File: src/rtl/xike_ctrl_regs_pkg.sv
// xike_regs_pkg: address map and region decode for xike_ctrl_regs.
// Layout: status at 0.., counters at CNT_BASE.., control at CTRL_BASE..STROBE_ADDR-1, strobe at 2**AW-1.
package xike_regs_pkg;
  typedef enum logic [1:0] {REG_STAT, REG_CNT, REG_CTRL, REG_STROBE} reg_region_e;
  localparam int DEF_AW = 5;
  localparam int DEF_N_STAT = 4;
  localparam int DEF_N_CNT = 2;
  function automatic int cnt_base(int n_stat);
    return n_stat;
  endfunction
  function automatic int ctrl_base(int n_stat, int n_cnt);
    return n_stat + n_cnt;
  endfunction
  function automatic int strobe_addr(int aw);
    return (1 << aw) - 1;
  endfunction
  localparam int STAT_BASE = 0;
  localparam int CNT_BASE = cnt_base(DEF_N_STAT);
  localparam int CTRL_BASE = ctrl_base(DEF_N_STAT, DEF_N_CNT);
  localparam int STROBE_ADDR = strobe_addr(DEF_AW);
  function automatic reg_region_e region_of(int a, int aw, int n_stat, int n_cnt);
    if (a < cnt_base(n_stat)) return REG_STAT;
    if (a < ctrl_base(n_stat, n_cnt)) return REG_CNT;
    if (a == strobe_addr(aw)) return REG_STROBE;
    return REG_CTRL;
  endfunction
endpackage

File: src/rtl/xike_ctrl_regs_if.sv
// xike_ctrl_regs_if: host register bus (din/we/re/addr from host, dout/dout_vld back).
// master = host side, slave = register file side.
interface xike_ctrl_regs_if #(parameter int DW = 16, parameter int AW = 5);
  logic [DW-1:0] din;
  logic [DW-1:0] dout;
  logic [AW-1:0] addr;
  logic we;
  logic re;
  logic dout_vld;
  modport master(output din, we, re, addr, input dout, dout_vld);
  modport slave(input din, we, re, addr, output dout, dout_vld);
endinterface

File: src/rtl/xike_sync_edge.sv
// xike_sync_edge: 2-FF synchroniser; o is the synchronised level (EDGE=0) or its rising edge (EDGE=1).
// Ports: clk, rst_n (sync, active-low), d (async in), o (level or one-cycle edge).
module xike_sync_edge #(parameter bit EDGE = 1'b1) (
  input  logic clk,
  input  logic rst_n,
  input  logic d,
  output logic o
);
  logic s1, s2;
  always_ff @(posedge clk)
    if (!rst_n) {s1, s2} <= '0;
    else {s1, s2} <= {d, s1};
  if (EDGE) begin : g_edge
    logic s3;
    always_ff @(posedge clk)
      if (!rst_n) s3 <= 1'b0;
      else s3 <= s2;
    // decoded from flops only, so it is high for exactly the cycle after s2 rises
    assign o = s2 & ~s3;
  end else begin : g_lvl
    assign o = s2;
  end
endmodule

File: src/rtl/xike_ctrl_regs.sv
// xike_ctrl_regs: host command register file with status, saturating counters, control regs and strobe.
// Ports: clk, rst_n (sync, active-low), bus (host register bus, slave), status_in, event_in,
// ctrl_q (control register k at [k*DW +: DW]), cmd_pulse (one-cycle strobe of written data).
module xike_ctrl_regs
  import xike_regs_pkg::*;
#(
  parameter int DW = 16,
  parameter int AW = 5,
  parameter int N_STAT = 4,
  parameter int N_CNT = 2,
  localparam int N_CTRL = 2**AW - N_STAT - N_CNT - 1
) (
  input  logic                 clk,
  input  logic                 rst_n,
  xike_ctrl_regs_if.slave      bus,
  input  logic [N_STAT-1:0]    status_in,
  input  logic [N_CNT-1:0]     event_in,
  output logic [N_CTRL*DW-1:0] ctrl_q,
  output logic [DW-1:0]        cmd_pulse
);
  localparam int CNT_B = cnt_base(N_STAT);
  localparam int CTRL_B = ctrl_base(N_STAT, N_CNT);
  if (N_CTRL < 1) begin : g_bad_map
    $error("xike_ctrl_regs: N_CTRL must be at least 1");
  end
  logic [N_STAT-1:0] stat;
  logic [N_CNT-1:0] ev_rise;
  logic [DW-1:0] cnt [N_CNT];
  logic [DW-1:0] ctrl [N_CTRL];
  logic [DW-1:0] rd;
  reg_region_e rgn;
  for (genvar i = 0; i < N_STAT; i++) begin : g_stat
    xike_sync_edge #(.EDGE(1'b0)) u_sync (.clk, .rst_n, .d(status_in[i]), .o(stat[i]));
  end
  for (genvar i = 0; i < N_CNT; i++) begin : g_ev
    xike_sync_edge #(.EDGE(1'b1)) u_sync (.clk, .rst_n, .d(event_in[i]), .o(ev_rise[i]));
  end
  for (genvar k = 0; k < N_CTRL; k++) begin : g_q
    assign ctrl_q[k*DW +: DW] = ctrl[k];
  end
  assign rgn = region_of(int'(bus.addr), AW, N_STAT, N_CNT);
  // strobe region falls through to the '0 default
  always_comb begin
    rd = '0;
    for (int i = 0; i < N_STAT; i++) if (rgn == REG_STAT && int'(bus.addr) == i) rd = DW'(stat[i]);
    for (int i = 0; i < N_CNT; i++) if (rgn == REG_CNT && int'(bus.addr) == CNT_B + i) rd = cnt[i];
    for (int k = 0; k < N_CTRL; k++) if (rgn == REG_CTRL && int'(bus.addr) == CTRL_B + k) rd = ctrl[k];
  end
  // rd is sampled from pre-edge state, giving read-before-write on a shared address
  always_ff @(posedge clk)
    if (!rst_n) begin
      for (int i = 0; i < N_CNT; i++) cnt[i] <= '0;
      for (int k = 0; k < N_CTRL; k++) ctrl[k] <= '0;
      cmd_pulse <= '0;
      bus.dout <= '0;
      bus.dout_vld <= 1'b0;
    end else begin
      for (int i = 0; i < N_CNT; i++)
        cnt[i] <= (bus.we && rgn == REG_CNT && int'(bus.addr) == CNT_B + i) ? '0 :
                  (ev_rise[i] && cnt[i] != '1) ? cnt[i] + DW'(1) : cnt[i];
      for (int k = 0; k < N_CTRL; k++)
        if (bus.we && rgn == REG_CTRL && int'(bus.addr) == CTRL_B + k) ctrl[k] <= bus.din;
      cmd_pulse <= (bus.we && rgn == REG_STROBE) ? bus.din : '0;
      bus.dout_vld <= bus.re;
      if (bus.re) bus.dout <= rd;
    end
endmodule

File: src/flat_wrapper.sv
// flat-port wrapper written by rule: the top's interface ports become plain ports
module xike_ctrl_regs_flat import xike_regs_pkg::*;
#(
  parameter int DW = 16,
  parameter int AW = 5,
  parameter int N_STAT = 4,
  parameter int N_CNT = 2,
  localparam int N_CTRL = 2**AW - N_STAT - N_CNT - 1
)
  (clk, rst_n, status_in, event_in, ctrl_q, cmd_pulse, bus_din, bus_we, bus_re, bus_addr, bus_dout, bus_dout_vld);
  xike_ctrl_regs_if #(.DW(DW), .AW(AW)) bus_i ();
  input  logic clk;
  input  logic rst_n;
  input  logic [N_STAT-1:0] status_in;
  input  logic [N_CNT-1:0] event_in;
  output logic [N_CTRL*DW-1:0] ctrl_q;
  output logic [DW-1:0] cmd_pulse;
  input wire logic [$bits(bus_i.din)-1:0] bus_din;
  input wire logic [$bits(bus_i.we)-1:0] bus_we;
  input wire logic [$bits(bus_i.re)-1:0] bus_re;
  input wire logic [$bits(bus_i.addr)-1:0] bus_addr;
  output wire logic [$bits(bus_i.dout)-1:0] bus_dout;
  output wire logic [$bits(bus_i.dout_vld)-1:0] bus_dout_vld;
  assign bus_i.din = bus_din;
  assign bus_i.we = bus_we;
  assign bus_i.re = bus_re;
  assign bus_i.addr = bus_addr;
  assign bus_dout = bus_i.dout;
  assign bus_dout_vld = bus_i.dout_vld;
  xike_ctrl_regs #(.DW(DW), .AW(AW), .N_STAT(N_STAT), .N_CNT(N_CNT)) u_core (.clk(clk), .rst_n(rst_n), .bus(bus_i), .status_in(status_in), .event_in(event_in), .ctrl_q(ctrl_q), .cmd_pulse(cmd_pulse));
endmodule
File: config.mk
export PLATFORM = sky130hd
export DESIGN_NAME = xike_ctrl_regs_flat
export DESIGN_NICKNAME = d
export VERILOG_FILES = /design/src/rtl/xike_ctrl_regs_pkg.sv /design/src/rtl/xike_ctrl_regs_if.sv /design/src/rtl/xike_sync_edge.sv /design/src/rtl/xike_ctrl_regs.sv /design/src/flat_wrapper.sv
export SDC_FILE = /design/constraint.sdc
export NUM_CORES = 1
export LEC_CHECK = 0
export CAP_MARGIN = 20
export CORE_UTILIZATION = 30
export DETAILED_ROUTE_END_ITERATION = 7
export GPL_TIMING_DRIVEN = 0
export SYNTH_ARGS = -nofsm -noshare
export SYNTH_HDL_FRONTEND = slang
export SYNTH_SLANG_ARGS = --single-unit
File: constraint.sdc
create_clock -name clk -period 10.9 [get_ports clk]
set_input_delay 2.18 -clock clk [delete_from_list [all_inputs] [get_ports clk]]
set_output_delay 2.18 -clock clk [all_outputs]
set_load 0.005 [all_outputs]
Yosys cells after proc, flatten, opt, wreduce, memory -nomap -nowiden
Memory sizes are Yosys's and may differ from the RTL's.
Index checks and enable logic that the tools add are counted.
{"block": "totals", "regBits": 47, "ramBits": 432, "out_inout_bits": 433, "elab_cells": 307, "memories": 2}
{"block": "classes", "add_sub_neg": 2, "magnitude_cmp": 2, "eq_ne": 36, "n_mux": 151, "n_bitwise": 31, "n_reduce_logical": 66}
{"memory": "u_core.ctrl", "depth": 25, "width": 16, "rd": 25, "rd_ports_with_merged_regs": 0, "write_ports": 25, "line": "xike_ctrl_regs.sv:29", "source": "logic [DW-1:0] ctrl [N_CTRL];"}
{"memory": "u_core.cnt", "depth": 2, "width": 16, "rd": 2, "rd_ports_with_merged_regs": 0, "write_ports": 2, "line": "xike_ctrl_regs.sv:28", "source": "logic [DW-1:0] cnt [N_CNT];"}
{"cell": "2-to-1 mux 16 bit", "n": 58}
{"cell": "2-to-1 mux 1 bit", "n": 87}
{"cell": "== test 5 bit (second input constant)", "n": 16}
{"cell": "logical AND 1 bit", "n": 63}
{"cell": "== test 5 x 4 -> 1 bit (second input constant)", "n": 8}
{"cell": "adder 16 x 1 -> 16 bit (second input constant)", "n": 2}
{"cell": "!= test 16 bit (second input constant)", "n": 2}
{"cell": "OR 1 bit", "n": 27}
{"cell": "== test 5 x 3 -> 1 bit (second input constant)", "n": 4}
{"cell": "2-to-1 mux 2 bit", "n": 6}
{"cell": "== test 5 x 2 -> 1 bit (second input constant)", "n": 2}
{"cell": "less-than comparator 5 x 3 -> 1 bit (second input constant)", "n": 2}
{"cell": "== test 5 x 1 -> 1 bit (second input constant)", "n": 1}
{"cell": "zero test 5 bit", "n": 1}
{"cell": "== test 2 bit (second input constant)", "n": 2}
{"cell": "bitwise AND 1 bit", "n": 2}
{"cell": "== test 2 x 1 -> 1 bit (second input constant)", "n": 1}
{"cell": "zero test 2 bit", "n": 1}
{"cell": "inverter 1 bit", "n": 2}
{"cell": "AND reduction 2 bit", "n": 1}

Longest topological paths before layout
Gate-level depths: netlist of the first run.
{"block": "logic_depth", "depth_word": 41, "mapped_depth": 11, "ltp_nobuf": 7}

Hierarchy
Synthesis of the first run repeated with hierarchy kept, for this count alone.
{"block": "unflattened", "hier_cells": 1955, "area_unflattened_um2": 21822.2}
{"module": "xike_ctrl_regs", "instances": 1, "cells_each": 1925, "area_per_inst_um2": 21426.8, "seq_area_each_um2": 13312.8}
{"module": "xike_sync_edge (u_core.g_stat[0].u_sync ...)", "instances": 4, "cells_each": 4, "area_per_inst_um2": 52.6, "seq_area_each_um2": 40.0}
{"module": "xike_sync_edge (u_core.g_ev[0].u_sync ...)", "instances": 2, "cells_each": 7, "area_per_inst_um2": 92.6, "seq_area_each_um2": 60.1}

Least setup slack after synthesis of the first run
No wires, ideal clock.
{"block": "synth_timing", "path_type": "input -> register", "startpoint": "input port bus_addr[0]", "endpoint": "memory u_core.ctrl[21][0], in the netlist u_core.ctrl[0][336] (enable)", "arrival_ps": 4505, "t_required_ps": 10486, "path_slack_ps": 5980, "stages": 8, "cell_sequence": "buf_4 buf_6 buf_6 buf_4 buf_2 nand2_1 o211ai_1 o31ai_1"}
{"item": "from (decl)", "line": "flat_wrapper.sv:21", "source": "input wire logic [$bits(bus_i.addr)-1:0] bus_addr;"}
{"item": "to (decl)", "line": "xike_ctrl_regs.sv:29"}

==> flow_metrics.tcl, run 1 <==
set metrics [dict create \
    place.gp.congestion 0.977 \
    critical_path_class "in -> reg" \
    synth_area_leaders "edfxtp_1 (57%), dfxtp_1 (7.5%), nor2_1 (7.2%), nand2_1 (2.7%), o21ai_0 (2.5%)" \
    period_needed_ns 6.02 \
    grt_pass1_vias 18785 \
    worst_pin_slew_ns 1.28 \
    cts_buffer_depth 3 \
    drc 0 \
    rsz0062_at_grt "no" \
    firstDrtPassIters 7 \
    cap_violations 0 \
    peakVddDrop_uv 108 \
    fin_tns_setup_ns 0 \
    end_kind "flip-flop" \
    yosys.area.top_type "edfxtp_1" \
    finalCritPeriodShare_pct 55.2 \
    initial_core_util_pct 30.3 \
    finalClockSkew_ns 0.0194 \
    cts_hold_buf 0 \
    dp_cells 3285 \
    grt_pass1_wl_um 156000 \
    power_density_mw_per_mm2 161 \
    htreeDepth 2 \
    async_flop_share_pct 0 \
    io_buffers 460 \
    ys.flop_type "edfxtp_1" \
    postCtsSetupBuffers 0 \
    startpoint_type "input pin" \
    cp.arrival_ns 6.26 \
    grt_max_degree 17 \
    place_hpwl_um 90400 \
    drt-total-wl_um 119000 \
    hold_viol 0 \
    timing.hold.ws_ns 0.443 \
    grt_overflow 0 \
    cts_tree "yes" \
    die_h_um 268 \
    synthCells 1877 \
    layout.cells.non_filler 3386 \
    fin_nets 2435 \
    clock-sinks 479 \
    yosysTopAreaCellShare_pct 56.7 \
    yosysMostFrequentCell "nor2_1" \
    setup_viol 0 \
    slew_viol_final 0 \
    synth_nets 1910 \
    root_buffer "clkbuf_16" \
    drt_iter0_drc 3169 \
    avgViaCountPerCell 5.84 \
    wl_per_cell_um 35.1 \
    grt_usage_pct 32.2 \
    die_x_um 268 \
    drive_gt1_share_pct 8.47 \
    ys_seq_area_share_pct 64.1 \
    crit_required_ns 11.14 \
    ys_types 85 \
    maxSlewHeadroom_pct 15.0 \
    grt_antenna_before_repair 8 \
    synth-edff-count 400 \
    synthTopCellsByCount "nor2_1 (407), edfxtp_1 (400), nand2_1 (154)" \
    num_vias 19764 \
    fp-row-count 97 \
    ys.warnings.count 0 \
    ys_ff_latch 479 \
    cp_max_fo 16 \
    area_growth_pct 36.4 \
    synth.avg_cell_area_um2 11.3 \
    numCtsBuffers 51 \
    hold_path.class "reg -> reg" \
    p_leak_nw 10.0 \
    dieArea_mm2 0.0717 \
    worstSkewPairLatency_ns 0.62 \
    path_clk_slew_ns 0.06 \
    boundaryPins 464 \
    cts_resized 0 \
    final_util_pct 41.3 \
    status "finished, final reports clean" \
    coreArea_mm2 0.0699 \
    ant_nets 0 \
    fmax_mhz 166 \
    syn_area_mm2 0.0212 \
]
report_power, final:
part / leakage, nW / internal (mW) / switching, mW
registers: 4.47 / 2.10 / 0.119
logic: 4.71 / 0.259 / 0.373
clock network: 0.837 / 1.03 / 0.780
per-layer routing:
layer	vias up	track usage [%]	wire (um)
li1	7917	-	-
met5	-	0	44
met2	1673	49.4	52800
met4	8	16.0	6710
met3	305	8.40	14000
met1	9861	42.2	45400
worst max-delay path: stages:
cell             delay, ns
clkdlybuf4s50_1       0.59
clkbuf_1              0.72
clkbuf_1              0.89
nand2_1               0.61
clkbuf_1              0.45
nand2_1               0.79
flip-flops by register name, indices dropped and copies added (netlist names):
register                      count
u_core.g_ev.u_sync.g_edge.s3      2
u_core.g_stat.u_sync.o            4
u_core.g_ev.u_sync.s2             2
u_core.bus.dout_vld               1
u_core.g_ev.u_sync.s1             2
u_core.bus.dout                  16
u_core.ctrl                     400
u_core.cmd_pulse                 16
u_core.cnt                       32
u_core.g_stat.u_sync.s1           4
final timing paths:
check                           startpoint                       end  slack (ns)  depth (start not counted)
setup / recovery                    bus_we       u_core.ctrl[0][246]        4.88                          6
hold / removal    u_core.g_ev[0].u_sync.s1  u_core.g_ev[0].u_sync.s2        0.44                          1
setup reg to reg         u_core.cnt[0][12]       u_core.bus.dout[12]        8.26                          6
hold reg to reg   u_core.g_ev[0].u_sync.s1  u_core.g_ev[0].u_sync.s2        0.44                          1
final cells by class:
| type | count | area, um^2 |
|---|---|---|
| inverter | 31 | 116 |
| fill | 6803 | 41000 |
| tap | 940 | 1180 |
| clock inverter | 28 | 294 |
| sequential | 479 | 13600 |
| antenna | 2 | 5.00 |
| clock buffer | 67 | 1410 |
| multi-input combinational | 1238 | 6840 |
| timing repair buffer | 472 | 4770 |
| buffer | 129 | 692 |
layout by cell type, fill, tap and decap left out, types with 35 or more instances in the layout:
cell	instances
nor2_1	407
dfxtp_1	79
and2_1	35
o21ai_0	101
edfxtp_1	400
o22ai_1	37
a21oi_1	86
buf_2	36
clkbuf_16	53
clkbuf_1	73
nand2_1	154
clkdlybuf4s50_1	460
kinds of logic after synthesis:
| family | synth area share, % |
|---|---|
| and+or+nand+nor | 15.6 |
| DFF | 64.1 |
| AOI/OAI and AO/OA | 13.3 |
| buffers and inverters | 3.81 |
| muxes | 1.84 |
| xor gates and xnor gates | 1.12 |
| adders and majority gates | 0.118 |
per-stage QoR:
| step | total power, mW | setup WS [ns] | area (um^2) |
|---|---|---|---|
| detailed placement | 2.86 | 4.43 | 27100 |
| floorplan | 2.39 | 5.98 | 21200 |
| global route | 4.74 | 5.04 | 28900 |
| finish | 4.66 | 4.88 | 28900 |
| global placement | 2.85 | 3.35 | 27000 |
| CTS | 4.63 | 5.06 | 28800 |
(Power assumes the default switching activity.)
==> run 2, diff against run 1 <==
clock period = 5.7 ns   (was 10.9 ns; I/O delays follow)
==> results of run 2 <==
The final DEF is identical to that of run 1. Status: finished, final reports clean.
Among the figures that moved: setup slack after placement 4.43 ns -> 0.273 ns; setup slack after layout 4.88 ns -> 0.720 ns; register-to-register setup slack 8.26 ns -> 3.06 ns; total power 4.66 mW -> 8.92 mW; worst IR drop on VDD 108 uV -> 206 uV
==> run 3, diff against run 2 <==
CORE_UTILIZATION = 41   (was 30)
MAX_ROUTING_LAYER = met4   (was default)
PLACE_DENSITY = 0.67   (was default)
==> flow_metrics.tcl, run 3 (synthesis gave the netlist of run 1 again) <==
set metrics [dict create \
    cp_max_fo 11 \
    grt_antenna_before_repair 9 \
    grt_pass1_vias 19090 \
    fp-row-count 82 \
    reg_top3 "u_core.ctrl: 400 flops, u_core.cnt: 32 flops" \
    final_area_mm2 0.0286 \
    regArea_mm2 0.0136 \
    clock-sinks 479 \
    setup_viol 0 \
    ant_nets 0 \
    cp_cell_sequence "clkdlybuf4s50_1 -> clkbuf_1 -> clkbuf_1 -> nand2_1 -> clkbuf_1 -> inv_1" \
    grt_usage_pct 44.2 \
    wl_per_cell_um 36.8 \
    final_common_cell "clkdlybuf4s50_1" \
    p_leak_nw 10.0 \
    dieArea_mm2 0.0526 \
    power_density_mw_per_mm2 312 \
    final_util_pct 56.6 \
    cts_buffer_depth 3 \
    multi_input_area_mm2 0.00684 \
    period_needed_ns 5.00 \
    critical_path_class "in -> reg" \
    hold_path.class "reg -> reg" \
    end_kind "flip-flop" \
    grt_max_degree 17 \
    path_buf_inv 5 \
    finalCritPeriodShare_pct 87.7 \
    num_vias 20195 \
    place_ws_ns 0.443 \
    layout_common_cells "clkdlybuf4s50_1 (460), nor2_1 (407), edfxtp_1 (400)" \
    status "finished, final reports clean" \
    initial_core_util_pct 41.9 \
    place.gp.congestion 1.02 \
    hold_viol 0 \
    die_h_um 229 \
    crit_required_ns 6.09 \
    crit_slowest_cell "nand2_1" \
    grt_overflow 0 \
    cap_violations 0 \
    worst_pin_slew_ns 1.28 \
    drive_gt1_share_pct 8.79 \
    root_buffer "clkbuf_16" \
    finalClockSkew_ns 0.0296 \
    grt_pass1_wl_um 154000 \
    rsz0062_at_grt "no" \
    cpLargestDelayFamily "buffers and inverters" \
    maxSlewHeadroom_pct 14.8 \
    io_buffers 460 \
    avgViaCountPerCell 6.46 \
    drt_iter0_drc 3348 \
    largest_reg_flops 400 \
    cts_resized 0 \
    startpoint_type "input pin" \
    regMostFlops "u_core.ctrl" \
    area_growth_pct 35.0 \
    numCtsBuffers 51 \
    path_clk_slew_ns 0.06 \
    setup_ws_ns 0.699 \
    boundaryPins 464 \
    fin_nets 2438 \
    max_stage_delay_ns 0.90 \
    worstSkewPairLatency_ns 0.63 \
    drt-total-wl_um 115000 \
    totalPowerFinal_mw 8.91 \
    coreArea_mm2 0.0506 \
    drc 0 \
    dpl_cell_area_mm2 0.0268 \
    cts_tree "yes" \
    firstDrtPassIters 8 \
    place_hpwl_um 85400 \
    crit_top_cell "clkbuf_1" \
    slew_viol_final 0 \
    fmax_mhz 200 \
    cts_hold_buf 0 \
    timing.hold.ws_ns 0.434 \
    cp.arrival_ns 5.39 \
    postCtsSetupBuffers 0 \
    die_x_um 229 \
    fillers 4323 \
    htreeDepth 2 \
    peakVddDrop_uv 227 \
]
## run 3: changes by cell type in the layout (fill, tap and decap cells not counted), sizes merged
cell / before / now
diode: 2 / 10
buf: 78 / 81
clkbuf: 130 / 125
clkinvlp: 2 / 4
clkinv: 19 / 21
## run 3: power by group
group / total [mW] / internal [mW] / switching, mW
clock network: 3.47 / 1.97 / 1.50
logic: 1.23 / 0.497 / 0.731
registers: 4.22 / 4.01 / 0.207
total: 8.91 / 6.48 / 2.44
## run 3: stage by stage
step	TNS, ns	std cells
final	0	3128
after global placement	-40.94	3009
after detailed placement	0	3018
after global routing	0	3126
after floorplan	0	1877
after CTS	0	3112
## run 3: area by class of cell
| cell class | count | share of cell area (%) |
|---|---|---|
| antenna | 10 | 0.0874 |
| buffer | 129 | 2.42 |
| clock buffer | 62 | 4.85 |
| clock inverter | 32 | 1.13 |
| inverter | 31 | 0.407 |
| multi-input combinational | 1238 | 23.9 |
| sequential | 479 | 47.5 |
| tap | 672 | 2.94 |
| timing repair buffer | 475 | 16.8 |
## run 3: metal layers
metal	wire length, um	GRT usage [%]	vias up
met4	6170	20.8	0
met1	43500	57.7	10030
met5	0	-	-
met3	15700	12.4	326
li1	-	-	7924
met2	49900	63.5	1915
## run 3: final timing paths
check	start	endpoint	slack [ns]	cells past startpoint
max	rst_n	u_core.ctrl[0][399]	0.70	6
min reg2reg	u_core.g_ev[0].u_sync.s1	u_core.g_ev[0].u_sync.s2	0.43	1
max reg2reg	u_core.ctrl[0][74]	u_core.bus.dout[10]	2.86	7
min	u_core.g_ev[0].u_sync.s1	u_core.g_ev[0].u_sync.s2	0.43	1
## run 3: worst reg2reg max path, stage by stage, from the launching register on
cell      delay, ns
edfxtp_1       0.42
o21ai_0        0.44
a21oi_1        0.14
a211oi_1       0.52
a211oi_1       0.33
o21ai_1        0.40
a21oi_1        0.23
o211a_1        0.27
